### src/rtl/mem_access_sequencer.sv
// Sequences the pipeline's MEM-stage access and then the IF fetch onto one shared
// single-port RAM, freezing the pipeline until both complete.
module mem_access_sequencer #(
    parameter int unsigned ADDR_W  = 32,
    parameter int unsigned DATA_W  = 32,
    parameter int unsigned TIMEOUT = 15
) (
    input  logic              clk,
    input  logic              rst,
    input  logic              if_req,
    input  logic [ADDR_W-1:0] if_addr,
    output logic [DATA_W-1:0] if_instr,
    input  logic              mem_rd_en,
    input  logic              mem_wr_en,
    input  logic [ADDR_W-1:0] mem_addr,
    input  logic [DATA_W-1:0] mem_wdata,
    output logic [DATA_W-1:0] mem_rdata,
    output logic              ram_en,
    output logic              ram_we,
    output logic [ADDR_W-1:0] ram_addr,
    output logic [DATA_W-1:0] ram_wdata,
    input  logic [DATA_W-1:0] ram_rdata,
    input  logic              ram_ready,
    output logic              freeze,
    output logic [1:0]        err
);

    localparam int unsigned     CNT_W   = 8;
    localparam logic [CNT_W-1:0] TO_LAST = CNT_W'(TIMEOUT - 1);

    typedef enum logic [1:0] {S_IDLE, S_MEM_ACC, S_IF_ACC, S_DONE} state_t;

    state_t              r_state, w_state_nxt;
    logic [CNT_W-1:0]    r_cnt, w_cnt;
    logic                r_wr, r_if_req;
    logic [ADDR_W-1:0]   r_maddr, r_iaddr;
    logic [DATA_W-1:0]   r_wdata;

    logic                r_ram_en, w_ram_en;
    logic                r_ram_we, w_ram_we;
    logic [ADDR_W-1:0]   r_ram_addr, w_ram_addr;
    logic [DATA_W-1:0]   r_ram_wdata, w_ram_wdata;
    logic [DATA_W-1:0]   r_if_instr, w_if_instr;
    logic [DATA_W-1:0]   r_mem_rdata, w_mem_rdata;
    logic                r_freeze, w_freeze;
    logic [1:0]          r_err, w_err;

    // An access is live only while the strobe is up; this also masks the gap cycle.
    logic w_ready, w_timeout, w_acc_end;
    assign w_ready   = r_ram_en && ram_ready;
    assign w_timeout = r_ram_en && !ram_ready && (r_cnt == TO_LAST);
    assign w_acc_end = w_ready || w_timeout;

    always_ff @(posedge clk or negedge rst) begin
        if (!rst) r_state <= S_IDLE;
        else      r_state <= w_state_nxt;
    end

    always_comb begin
        w_state_nxt = r_state;
        case (r_state)
            S_IDLE: begin
                if (mem_rd_en || mem_wr_en) w_state_nxt = S_MEM_ACC;
                else if (if_req)            w_state_nxt = S_IF_ACC;
                else                        w_state_nxt = S_DONE;
            end
            S_MEM_ACC: if (w_acc_end) w_state_nxt = r_if_req ? S_IF_ACC : S_DONE;
            S_IF_ACC:  if (w_acc_end) w_state_nxt = S_DONE;
            S_DONE:    w_state_nxt = S_IDLE;
            default:   w_state_nxt = S_IDLE;
        endcase
    end

    always_comb begin
        w_ram_en    = 1'b0;
        w_ram_we    = 1'b0;
        w_ram_addr  = r_ram_addr;
        w_ram_wdata = r_ram_wdata;
        w_freeze    = 1'b1;
        w_if_instr  = r_if_instr;
        w_mem_rdata = r_mem_rdata;
        w_err       = r_err;
        w_cnt       = r_cnt;

        if (r_state == S_IDLE && mem_rd_en && mem_wr_en) w_err[1] = 1'b1;
        if (w_timeout) w_err[0] = 1'b1;

        if (w_state_nxt != r_state)       w_cnt = '0;
        else if (r_ram_en && !ram_ready)  w_cnt = r_cnt + CNT_W'(1);

        if (r_state == S_MEM_ACC && w_ready && !r_wr) w_mem_rdata = ram_rdata;
        if (r_state == S_IF_ACC && w_ready)           w_if_instr  = ram_rdata;

        // Address/data come straight from the ports on the sampling edge, else from holds.
        case (w_state_nxt)
            S_MEM_ACC: begin
                w_ram_en    = 1'b1;
                w_ram_we    = (r_state == S_IDLE) ? mem_wr_en : r_wr;
                w_ram_addr  = (r_state == S_IDLE) ? mem_addr  : r_maddr;
                w_ram_wdata = (r_state == S_IDLE) ? mem_wdata : r_wdata;
            end
            S_IF_ACC: begin
                w_ram_en   = (r_state != S_MEM_ACC);
                w_ram_addr = (r_state == S_IDLE) ? if_addr : r_iaddr;
            end
            S_DONE:  w_freeze = 1'b0;
            default: ;
        endcase
    end

    always_ff @(posedge clk or negedge rst) begin
        if (!rst) begin
            r_ram_en    <= 1'b0;
            r_ram_we    <= 1'b0;
            r_ram_addr  <= '0;
            r_ram_wdata <= '0;
            r_freeze    <= 1'b1;
            r_if_instr  <= '0;
            r_mem_rdata <= '0;
            r_err       <= '0;
            r_cnt       <= '0;
        end else begin
            r_ram_en    <= w_ram_en;
            r_ram_we    <= w_ram_we;
            r_ram_addr  <= w_ram_addr;
            r_ram_wdata <= w_ram_wdata;
            r_freeze    <= w_freeze;
            r_if_instr  <= w_if_instr;
            r_mem_rdata <= w_mem_rdata;
            r_err       <= w_err;
            r_cnt       <= w_cnt;
        end
    end

    // Request holding registers: captured once per step in IDLE.
    always_ff @(posedge clk or negedge rst) begin
        if (!rst) begin
            r_wr     <= 1'b0;
            r_if_req <= 1'b0;
            r_maddr  <= '0;
            r_iaddr  <= '0;
            r_wdata  <= '0;
        end else if (r_state == S_IDLE) begin
            r_wr     <= mem_wr_en;
            r_if_req <= if_req;
            r_maddr  <= mem_addr;
            r_iaddr  <= if_addr;
            r_wdata  <= mem_wdata;
        end
    end

    assign if_instr  = r_if_instr;
    assign mem_rdata = r_mem_rdata;
    assign ram_en    = r_ram_en;
    assign ram_we    = r_ram_we;
    assign ram_addr  = r_ram_addr;
    assign ram_wdata = r_ram_wdata;
    assign freeze    = r_freeze;
    assign err       = r_err;

endmodule

### config.mk
export PLATFORM = sky130hd
export DESIGN_NAME = mem_access_sequencer
export DESIGN_NICKNAME = d
export VERILOG_FILES = /design/src/rtl/mem_access_sequencer.sv
export SDC_FILE = /design/constraint.sdc
export NUM_CORES = 1
export LEC_CHECK = 0
export ABC_AREA = 0
export ABC_CLOCK_PERIOD_IN_PS = 8200
export BUFFER_PORTS_ARGS = -buffer_cell sky130_fd_sc_hd__buf_2
export CORE_MARGIN = 5
export CORE_UTILIZATION = 50
export CTS_CLUSTER_DIAMETER = 30
export DETAILED_ROUTE_END_ITERATION = 7
export PLACE_DENSITY = 0.8
export SLEW_MARGIN = 20
export SYNTH_ARGS = -nofsm -noshare
export SYNTH_HDL_FRONTEND = slang
export SYNTH_SLANG_ARGS = --single-unit
### constraint.sdc
create_clock -name clk -period 8.2 [get_ports clk]
set_input_delay 1.64 -clock clk [delete_from_list [all_inputs] [get_ports clk]]
set_output_delay 1.64 -clock clk [all_outputs]
set_load 0.01 [all_outputs]
# Word level (Yosys, flattened, before mapping)

Index checks and enable logic that the tools add are counted.

Bits in registers: 241
Input bits: 134
Output and inout port bits: 133

Muxes and demuxes: 16
Equal/unequal tests: 9
Reductions and logical operators: 15
Add/sub/neg operators: 1

Operators by type and width:

| operator                                                              | number |
|---|---|
| 32-bit two-way mux                                                    | 3 |
| 32-bit case mux with 2 select lines                                   | 1 |
| 8-bit two-way mux                                                     | 2 |
| 8-bit by 1-bit adder with 8-bit output, second input constant         | 1 |
| 2-bit equality test, second input constant                            | 4 |
| 8-bit by 4-bit equality test with 1-bit output, second input constant | 1 |
| 1-bit logical AND                                                     | 8 |
| 2-bit case mux with 4 select lines                                    | 1 |
| 2-bit two-way mux                                                     | 3 |
| 1-bit two-way mux                                                     | 5 |
| 2-bit by 1-bit equality test with 1-bit output, second input constant | 2 |
| 2-bit nonzero test                                                    | 2 |
| 1-bit logical NOT                                                     | 2 |
| 2-bit logical NOT                                                     | 1 |
| 1-bit logical OR                                                      | 2 |
| 2-bit by 1-bit != test with 1-bit output, second input constant       | 1 |
| 2-bit != test                                                         | 1 |
| 1-bit case mux with 2 select lines                                    | 1 |

# Longest topological paths before layout

Gate-level depths: netlist (run 1).

Word-level depth: 8
Depth in mapped cells: 11
Depth with buffers taken out: 9

# Least setup slack after synthesis (run 1)

OpenSTA, ideal clock, no wires.

Kind: input to register
From: in ram_ready
To: reg r_ram_addr[10] (netlist: ram_addr[10])
Buffers on the path: 2
Setup slack: 4353 ps
Setup time: 125 ps
Stages: 8
Data arrival time: 3722 ps
Required time: 8075 ps
Cell sequence: nand2_1 -> a21boi_0 -> o21ai_0 -> o21a_1 -> ha_1 -> clkbuf_1 -> clkbuf_1 -> mux2_4

Word-level cells in the longest chain between the ends: 8
Elaborated cells on any way between the ends: 12
Classes of those cells: eq/ne (2); mux (4); reduce/logical (6)

RTL lines:

| what                                                                                         | RTL line | RTL |
|---|---|---|
| from (decl)                                                                                  | 23       | `input logic ram_ready,` |
| 1-bit logical NOT                                                                            | 51       | `assign w_timeout = r_ram_en && !ram_ready && (r_cnt == TO_LAST);` |
| 1-bit logical AND (2 in series)                                                              | 51       |  |
| 1-bit logical OR (*)                                                                         | 52       | `assign w_acc_end = w_ready \|\| w_timeout;` |
| 2-bit two-way mux, on equally long branches                                                  | 68, 67   |  |
| 2-bit case mux with 4 select lines (*)                                                       | 61       | `case (r_state)` |
| 2-bit equality test / 2-bit by 1-bit equality test with 1-bit output (equally long branches) | 95       | `case (w_state_nxt)` |
| 32-bit case mux with 2 select lines / 2-bit nonzero test (equally long branches)             | --       |  |
| to (signal assigned)                                                                         | 125      | `r_ram_addr <= w_ram_addr;` |
| to (decl)                                                                                    | 41       | `logic [ADDR_W-1:0] r_ram_addr, w_ram_addr;` |

Every way passes the cells marked *; elsewhere a longest branch is shown, timed or not.
A chain may end at the register's enable or synchronous reset.

# Worst setup path after layout (run 1)

From: in ram_ready
To: reg r_ram_addr[28] (netlist: ram_addr[28])

Same word-level chain as after synthesis.

==> results of run 1 <==
==> final cells by class <==
type,instances,area share
Timing Repair Buffer,274,0.1060
Tap cell,265,0.02502
Clock inverter,27,0.02653
Inverter,2,0.0005664
Clock buffer,64,0.1092
Sequential cell,241,0.4551
Multi-Input combinational cell,315,0.2772
Antenna cell,2,0.0003776
==> layout by cell type (no fill, tap or decap), drive strengths merged, types with 2 or more instances in the layout <==
cell type	netlist	layout
a31o	2	2
and3	2	2
buf	19	274
bufinv	0	7
clkbuf	13	64
clkinv	0	12
clkinvlp	0	6
dfrtp	240	240
diode	0	2
ha	5	5
inv	2	4
mux2	258	258
nand2	5	5
nand4	4	4
nor2	10	10
nor2b	2	2
nor3	2	2
o21a	2	2
o21ai	3	3
xor2	7	7
==> flip-flops by register name, indices dropped and copies added, names as in the netlist <==
signal and flops:
ram_we 1, r_wdata 32, r_iaddr 32, err 2, ram_addr 32, if_instr 32
ram_en 1, mem_rdata 32, r_maddr 32, r_if_req 1, r_cnt 8, freeze 1
ram_wdata 32, r_state 2, r_wr 1
==> power by group through the flow <==
stage	logic [W]	clock network, W	registers, W
after floorplan	0.00169	0	0.00214
after global placement	0.00239	0	0.00202
after detailed placement	0.00246	0	0.00205
after CTS	0.00249	0.00213	0.00205
after global routing	0.00265	0.00220	0.00211
final	0.00245	0.00209	0.00204
==> per-stage QoR <==
step | setup WS, ns | std cells | total power, W | area [um^2] | hold WS (ns)
floorplan | 4.353 | 590 | 0.003836 | 9903 | 0.4652
global placement | 4.152 | 1097 | 0.004409 | 11450 | 0.4445
detailed placement | 4.103 | 1097 | 0.004507 | 11450 | 0.4510
CTS | 4.600 | 1188 | 0.006663 | 13250 | 0.4606
global route | 4.384 | 1190 | 0.006952 | 13250 | 0.4770
finish | 4.628 | 1190 | 0.006581 | 13250 | 0.4580
==> cells by family after synthesis <==
logic type,after synthesis
compound gates,12
xor+xnor,8
fa+ha+maj,5
buf+inv,34
flops,241
mux,258
simple gates,32
==> final timing paths <==
kind | start | endpoint | slack (ns)
worst max-delay path | ram_ready | ram_addr[28] | 4.63
worst min-delay path | err[0] | err[0] | 0.46
worst max register to register | r_state[1] | ram_addr[31] | 4.96
worst min register to register | err[0] | err[0] | 0.46
max in group asynchronous | rst | ram_wdata[18] | 5.79
min in group asynchronous | rst | r_wdata[16] | 1.11
==> worst reg2reg max path: stages, from the launching register on <==
cell	delay, ns
dfrtp_1	0.48
nor2_8	0.70
buf_4	0.89
mux2_2	0.52
mux2_2	0.26
mux2_2	0.26
==> layer usage <==
layer | wire, um | GRT usage | vias to the layer above
met3 | 1584 | 0.05990 | 59
met5 | 32 | 0 | -
li1 | - | - | 2699
met2 | 11330 | 0.3351 | 195
met1 | 8541 | 0.2318 | 3008
met4 | 714 | 0.08205 | 6
==> results.json, run 1 <==
{
  "status": "completed",
  "cts_setup_buffers": 0,
  "postRouteAntennaNets": 0,
  "dr.pass1.iters": 4,
  "synth.avg_cell_area_um2": 16.79,
  "antenna_found_initial": 5,
  "switchingPower_w": 0.001927,
  "synth_top_area_share": 0.6064,
  "worst_ep_arrival_time_ns": 3.97,
  "clock_path_buffers": 3,
  "routed_via_density": 5.014,
  "synth_compound_area_frac": 0.008591,
  "fin_worst_skew_ns": 0.01812,
  "synthDistinctLibCells": 37,
  "maxSlewViolCount": 0,
  "yosysTopAreaCell": "dfrtp_1",
  "cell_internal_pwr_w": 0.004654,
  "worst_slew_pin_slew_ns": 1.052,
  "critPathCaptureType": "flip-flop",
  "drc_errors": 0,
  "syn_nets": 729,
  "synth_top_family_by_area": "multiplexers",
  "grt_pass1_wl_um": 35420,
  "seqCellArea_mm2": 0.006032,
  "fin_nets": 1023,
  "syn_inst": 590,
  "synth_area_mm2": 0.009903,
  "min-delay-path-class": "reg -> reg",
  "path_clk_slew_ns": 0.05,
  "synthAdderAreaFrac": 0.006317,
  "cts_resized": 0,
  "die_w_um": 150.7,
  "critPathTopFamily": "compound AO/OA/AOI/OAI gates",
  "slowest_delay_ns": 0.46,
  "grtUsageTotal": 0.1968,
  "initial_core_util": 0.5088,
  "cts-htree-levels": 2,
  "power.leakage_nw": 6.489,
  "p_clk_frac": 0.318,
  "vias": 5967,
  "design.portCount": 267,
  "final_core_util": 0.6810,
  "grt_pass1_vias": 6776,
  "place.detailed.hpwl_um": 14650,
  "cts_tree": "built",
  "grt_overflow": 0,
  "setup-violations-final": 0,
  "yosysWarningCount": 0,
  "hold_violations": 0,
  "critical_path.cell_chain": "buf_2, nand2_1, a21boi_0, o21ai_0, o211ai_1, ha_1, buf_4, mux2_2, mux2_4",
  "multi_input_area_mm2": 0.003674,
  "cts.sinks": 241,
  "cts_root_buf": "clkbuf_16",
  "min_path_cells": 1,
  "fmax_mhz": 279.9,
  "slew_headroom": 0.2984,
  "worst-path-buf-inv": 2,
  "synthArstFlopShare": 1.000,
  "drtIter0Drc": 159,
  "grt_max_degree": 92,
  "reg2regPathDepth": 5,
  "synth-main-ff-cell": "dfrtp_1",
  "p_per_area_mw_per_mm2": 496.6,
  "routed_wl_um": 22200,
  "die-area_mm2": 0.02272,
  "fillers": 1339,
  "synth_commonest_cells": "dfrtp_1 (240), mux2_2 (163), mux2_4 (94), clkbuf_1 (13), nor2_1 (9)",
  "synth_seq_cells": 241,
  "setup_tns_ns": 0,
  "clk_latency_ns": 0.52,
  "die_h_um": 150.7,
  "post_drt_wl_per_cell_um": 18.66,
  "worst-path-stages": 9,
  "cp_slowest_cell": "a21boi_0",
  "synth.most_common_cell": "dfrtp_1",
  "startpoint_type": "primary input",
  "rsz0062_at_grt": "no",
  "cp_max_fo": 33,
  "switching_share": 0.2929,
  "synth-edff-count": 0,
  "p_comb_frac": 0.372,
  "row_count": 51,
  "postCtsHoldBufs": 0,
  "area_growth_pct": 33.83,
  "crit_required_ns": 8.60,
  "synthTopCellsByArea": "dfrtp_1 (61%), mux2_2 (19%), mux2_4 (14%)",
  "period_needed_ns": 3.572,
  "drv_cap": 0,
  "vdd_drop_max_uv": 276.6,
  "p_seq_frac": 0.310,
  "portBuffers": 266,
  "core_mm2": 0.01946,
  "synth-simple-area-share": 0.01908,
  "synth_xor_area_frac": 0.007075,
  "period_share": 0.4356,
  "gp_congestion": 0.7707,
  "cts_buffers": 50,
  "path_class": "in -> reg",
  "synthMuxAreaShare": 0.3290,
  "drive_gt1_frac": 0.6782,
  "synth_seq_area_share": 0.6091
}
No activity file was read; power rests on OpenSTA's default activity.
==> run 2: changes to the inputs <==
--- a/config.mk
+++ b/config.mk
@@ -6,13 +6,13 @@
 export NUM_CORES = 1
 export LEC_CHECK = 0
 export ABC_AREA = 0
-export ABC_CLOCK_PERIOD_IN_PS = 8200
+export ABC_CLOCK_PERIOD_IN_PS = 3100
 export BUFFER_PORTS_ARGS = -buffer_cell sky130_fd_sc_hd__buf_2
 export CORE_MARGIN = 5
-export CORE_UTILIZATION = 50
+export CORE_UTILIZATION = 47
 export CTS_CLUSTER_DIAMETER = 30
 export DETAILED_ROUTE_END_ITERATION = 7
-export PLACE_DENSITY = 0.8
+export PLACE_DENSITY = 0.78
 export SLEW_MARGIN = 20
 export SYNTH_ARGS = -nofsm -noshare
 export SYNTH_HDL_FRONTEND = slang
==> constraint.sdc (replaced) <==
create_clock -name clk -period 3.1 [get_ports clk]
set_input_delay 0.62 -clock clk [delete_from_list [all_inputs] [get_ports clk]]
set_output_delay 0.62 -clock clk [all_outputs]
set_load 0.01 [all_outputs]
==> run 2 against run 1 <==
Hold slack got worse by 0.12 ns. Final cell count rose by 0.92%. Register-to-register slack worse by 4.6 ns. Die area up 6.0%.
==> results.json, run 2 (synthesis gave the netlist of run 1 again) <==
{
  "status": "completed",
  "maxSlewViolCount": 0,
  "crit_path_frequent_cell": "ha_1",
  "p_per_area_mw_per_mm2": 1311,
  "final_area_mm2": 0.01334,
  "layout_commonest_cell": "buf_2",
  "die-area_mm2": 0.02407,
  "worst_ep_arrival_time_ns": 3.11,
  "routed_via_density": 4.948,
  "placed_area_mm2": 0.01156,
  "clk_latency_ns": 0.52,
  "place.detailed.hpwl_um": 14850,
  "critPathCaptureType": "flip-flop",
  "final_cell_mix": "buf_2 (265), dfrtp_1 (240), mux2_2 (163)",
  "grt_overflow": 0,
  "cts.sinks": 241,
  "rsz0062_at_grt": "no",
  "period_share": 0.8731,
  "grt_busiest_layer": "met2",
  "worst-path-buf-inv": 2,
  "cts_tree": "built",
  "grt_max_degree": 100,
  "fin_nets": 1026,
  "cts-htree-levels": 2,
  "finalNonFillerCells": 1201,
  "vias": 5942,
  "design.portCount": 267,
  "cp_max_fo": 33,
  "cts_root_buf": "clkbuf_16",
  "worst_slew_pin_slew_ns": 0.6481,
  "fin_worst_skew_ns": 0.007952,
  "path_class": "reg -> reg",
  "drv_cap": 0,
  "core_mm2": 0.02089,
  "setup_tns_ns": 0,
  "gr-usage-met2": 0.3061,
  "routed_wl_um": 22140,
  "fmax_mhz": 369.5,
  "drc_errors": 0,
  "cp_slowest_cell": "dfrtp_1",
  "grt_pass1_vias": 6765,
  "grtUsageMet1": 0.2140,
  "grt_pass1_wl_um": 35370,
  "area_growth_pct": 34.68,
  "drtIter0Drc": 210,
  "path_clk_slew_ns": 0.05,
  "vdd_drop_max_uv": 728.0,
  "grtUsageTotal": 0.1827,
  "die_h_um": 155.2,
  "slowest_delay_ns": 0.39,
  "post_drt_wl_per_cell_um": 18.44,
  "critPathTopFamily": "compound AO/OA/AOI/OAI gates",
  "cts_setup_buffers": 0,
  "startpoint_type": "flip-flop",
  "portBuffers": 266,
  "dr.pass1.iters": 4,
  "final_core_util": 0.6385,
  "setup-violations-final": 0,
  "placed_cells": 1110,
  "min-delay-path-class": "in -> reg",
  "postRouteAntennaNets": 0,
  "crit_required_ns": 3.50,
  "critical_path.cell_chain": "inv_1, ha_1, and4b_1, a21boi_0, o21ai_0, o211ai_1, ha_1, buf_12, mux2_2, mux2_4",
  "initial_core_util": 0.4741,
  "period_needed_ns": 2.707,
  "slew_headroom": 0.5670,
  "hold_violations": 0,
  "row_count": 53,
  "cts_buffers": 49,
  "clock_path_buffers": 3,
  "drive_gt1_frac": 0.6757,
  "power.leakage_nw": 6.512,
  "use_met3": 0.05814,
  "total_power_w": 0.01749,
  "die_w_um": 155.2,
  "gp_congestion": 0.7631,
  "antenna_found_initial": 4
}
[run 2: metrics by stage]
| stage | setup slack [ns] | hold slack (ns) |
|---|---|---|
| 5_1_grt | 0.1126 | 0.3158 |
| 3_5_place_dp | 0.3097 | 0.4672 |
| 2_1_floorplan | 0.2269 | 0.3244 |
| 3_3_place_gp | 0.3306 | 0.4524 |
| 6_report | 0.3934 | 0.3378 |
| 4_1_cts | 0.3774 | 0.3123 |
[run 2: path summary, 6_finish.rpt]
path                             start            to  slack [ns]  depth (start not counted)
setup / recovery              r_cnt[0]  ram_addr[12]        0.39                         10
hold / removal             if_addr[12]   r_iaddr[12]        0.34                          2
setup reg to reg              r_cnt[0]  ram_addr[12]        0.39                         10
hold reg to reg                 err[1]        err[1]        0.47                          1
max in group asynchronous          rst  ram_addr[28]        1.73                          3
min in group asynchronous          rst    r_wdata[3]        0.55                          2
[run 2: final cells by class]
class,instances,area (um^2)
Inverter,2,7.507
Fill cell,1525,7551
Tap cell,275,344.1
Clock buffer,65,1408
Sequential cell,241,6032
Timing Repair Buffer,278,1509
Clock inverter,24,361.6
Antenna cell,1,2.502
Multi-Input combinational cell,315,3674
[run 2: routing by layer]
metal,share of wire,vias up
met5,0.0015,-
met4,0.038,6
met3,0.073,62
met2,0.50,193
met1,0.39,2995
li1,-,2686
[run 2: what timing repair did]
item / in CTS / in global routing
resized for setup: 0 / 0
hold endpoints to repair: 33 / 0
setup endpoints to repair: 0 / 0
hold buffers: 1 / 0
[run 2: where the power goes]
| part | switching, W | total [W] | internal (W) | leakage (nW) |
|---|---|---|---|---|
| registers | 0.000671 | 0.00540 | 0.00472 | 2.90 |
| clock network | 0.00164 | 0.00547 | 0.00384 | 0.852 |
| logic | 0.00278 | 0.00662 | 0.00384 | 2.76 |
| total | 0.00509 | 0.0175 | 0.0124 | 6.51 |
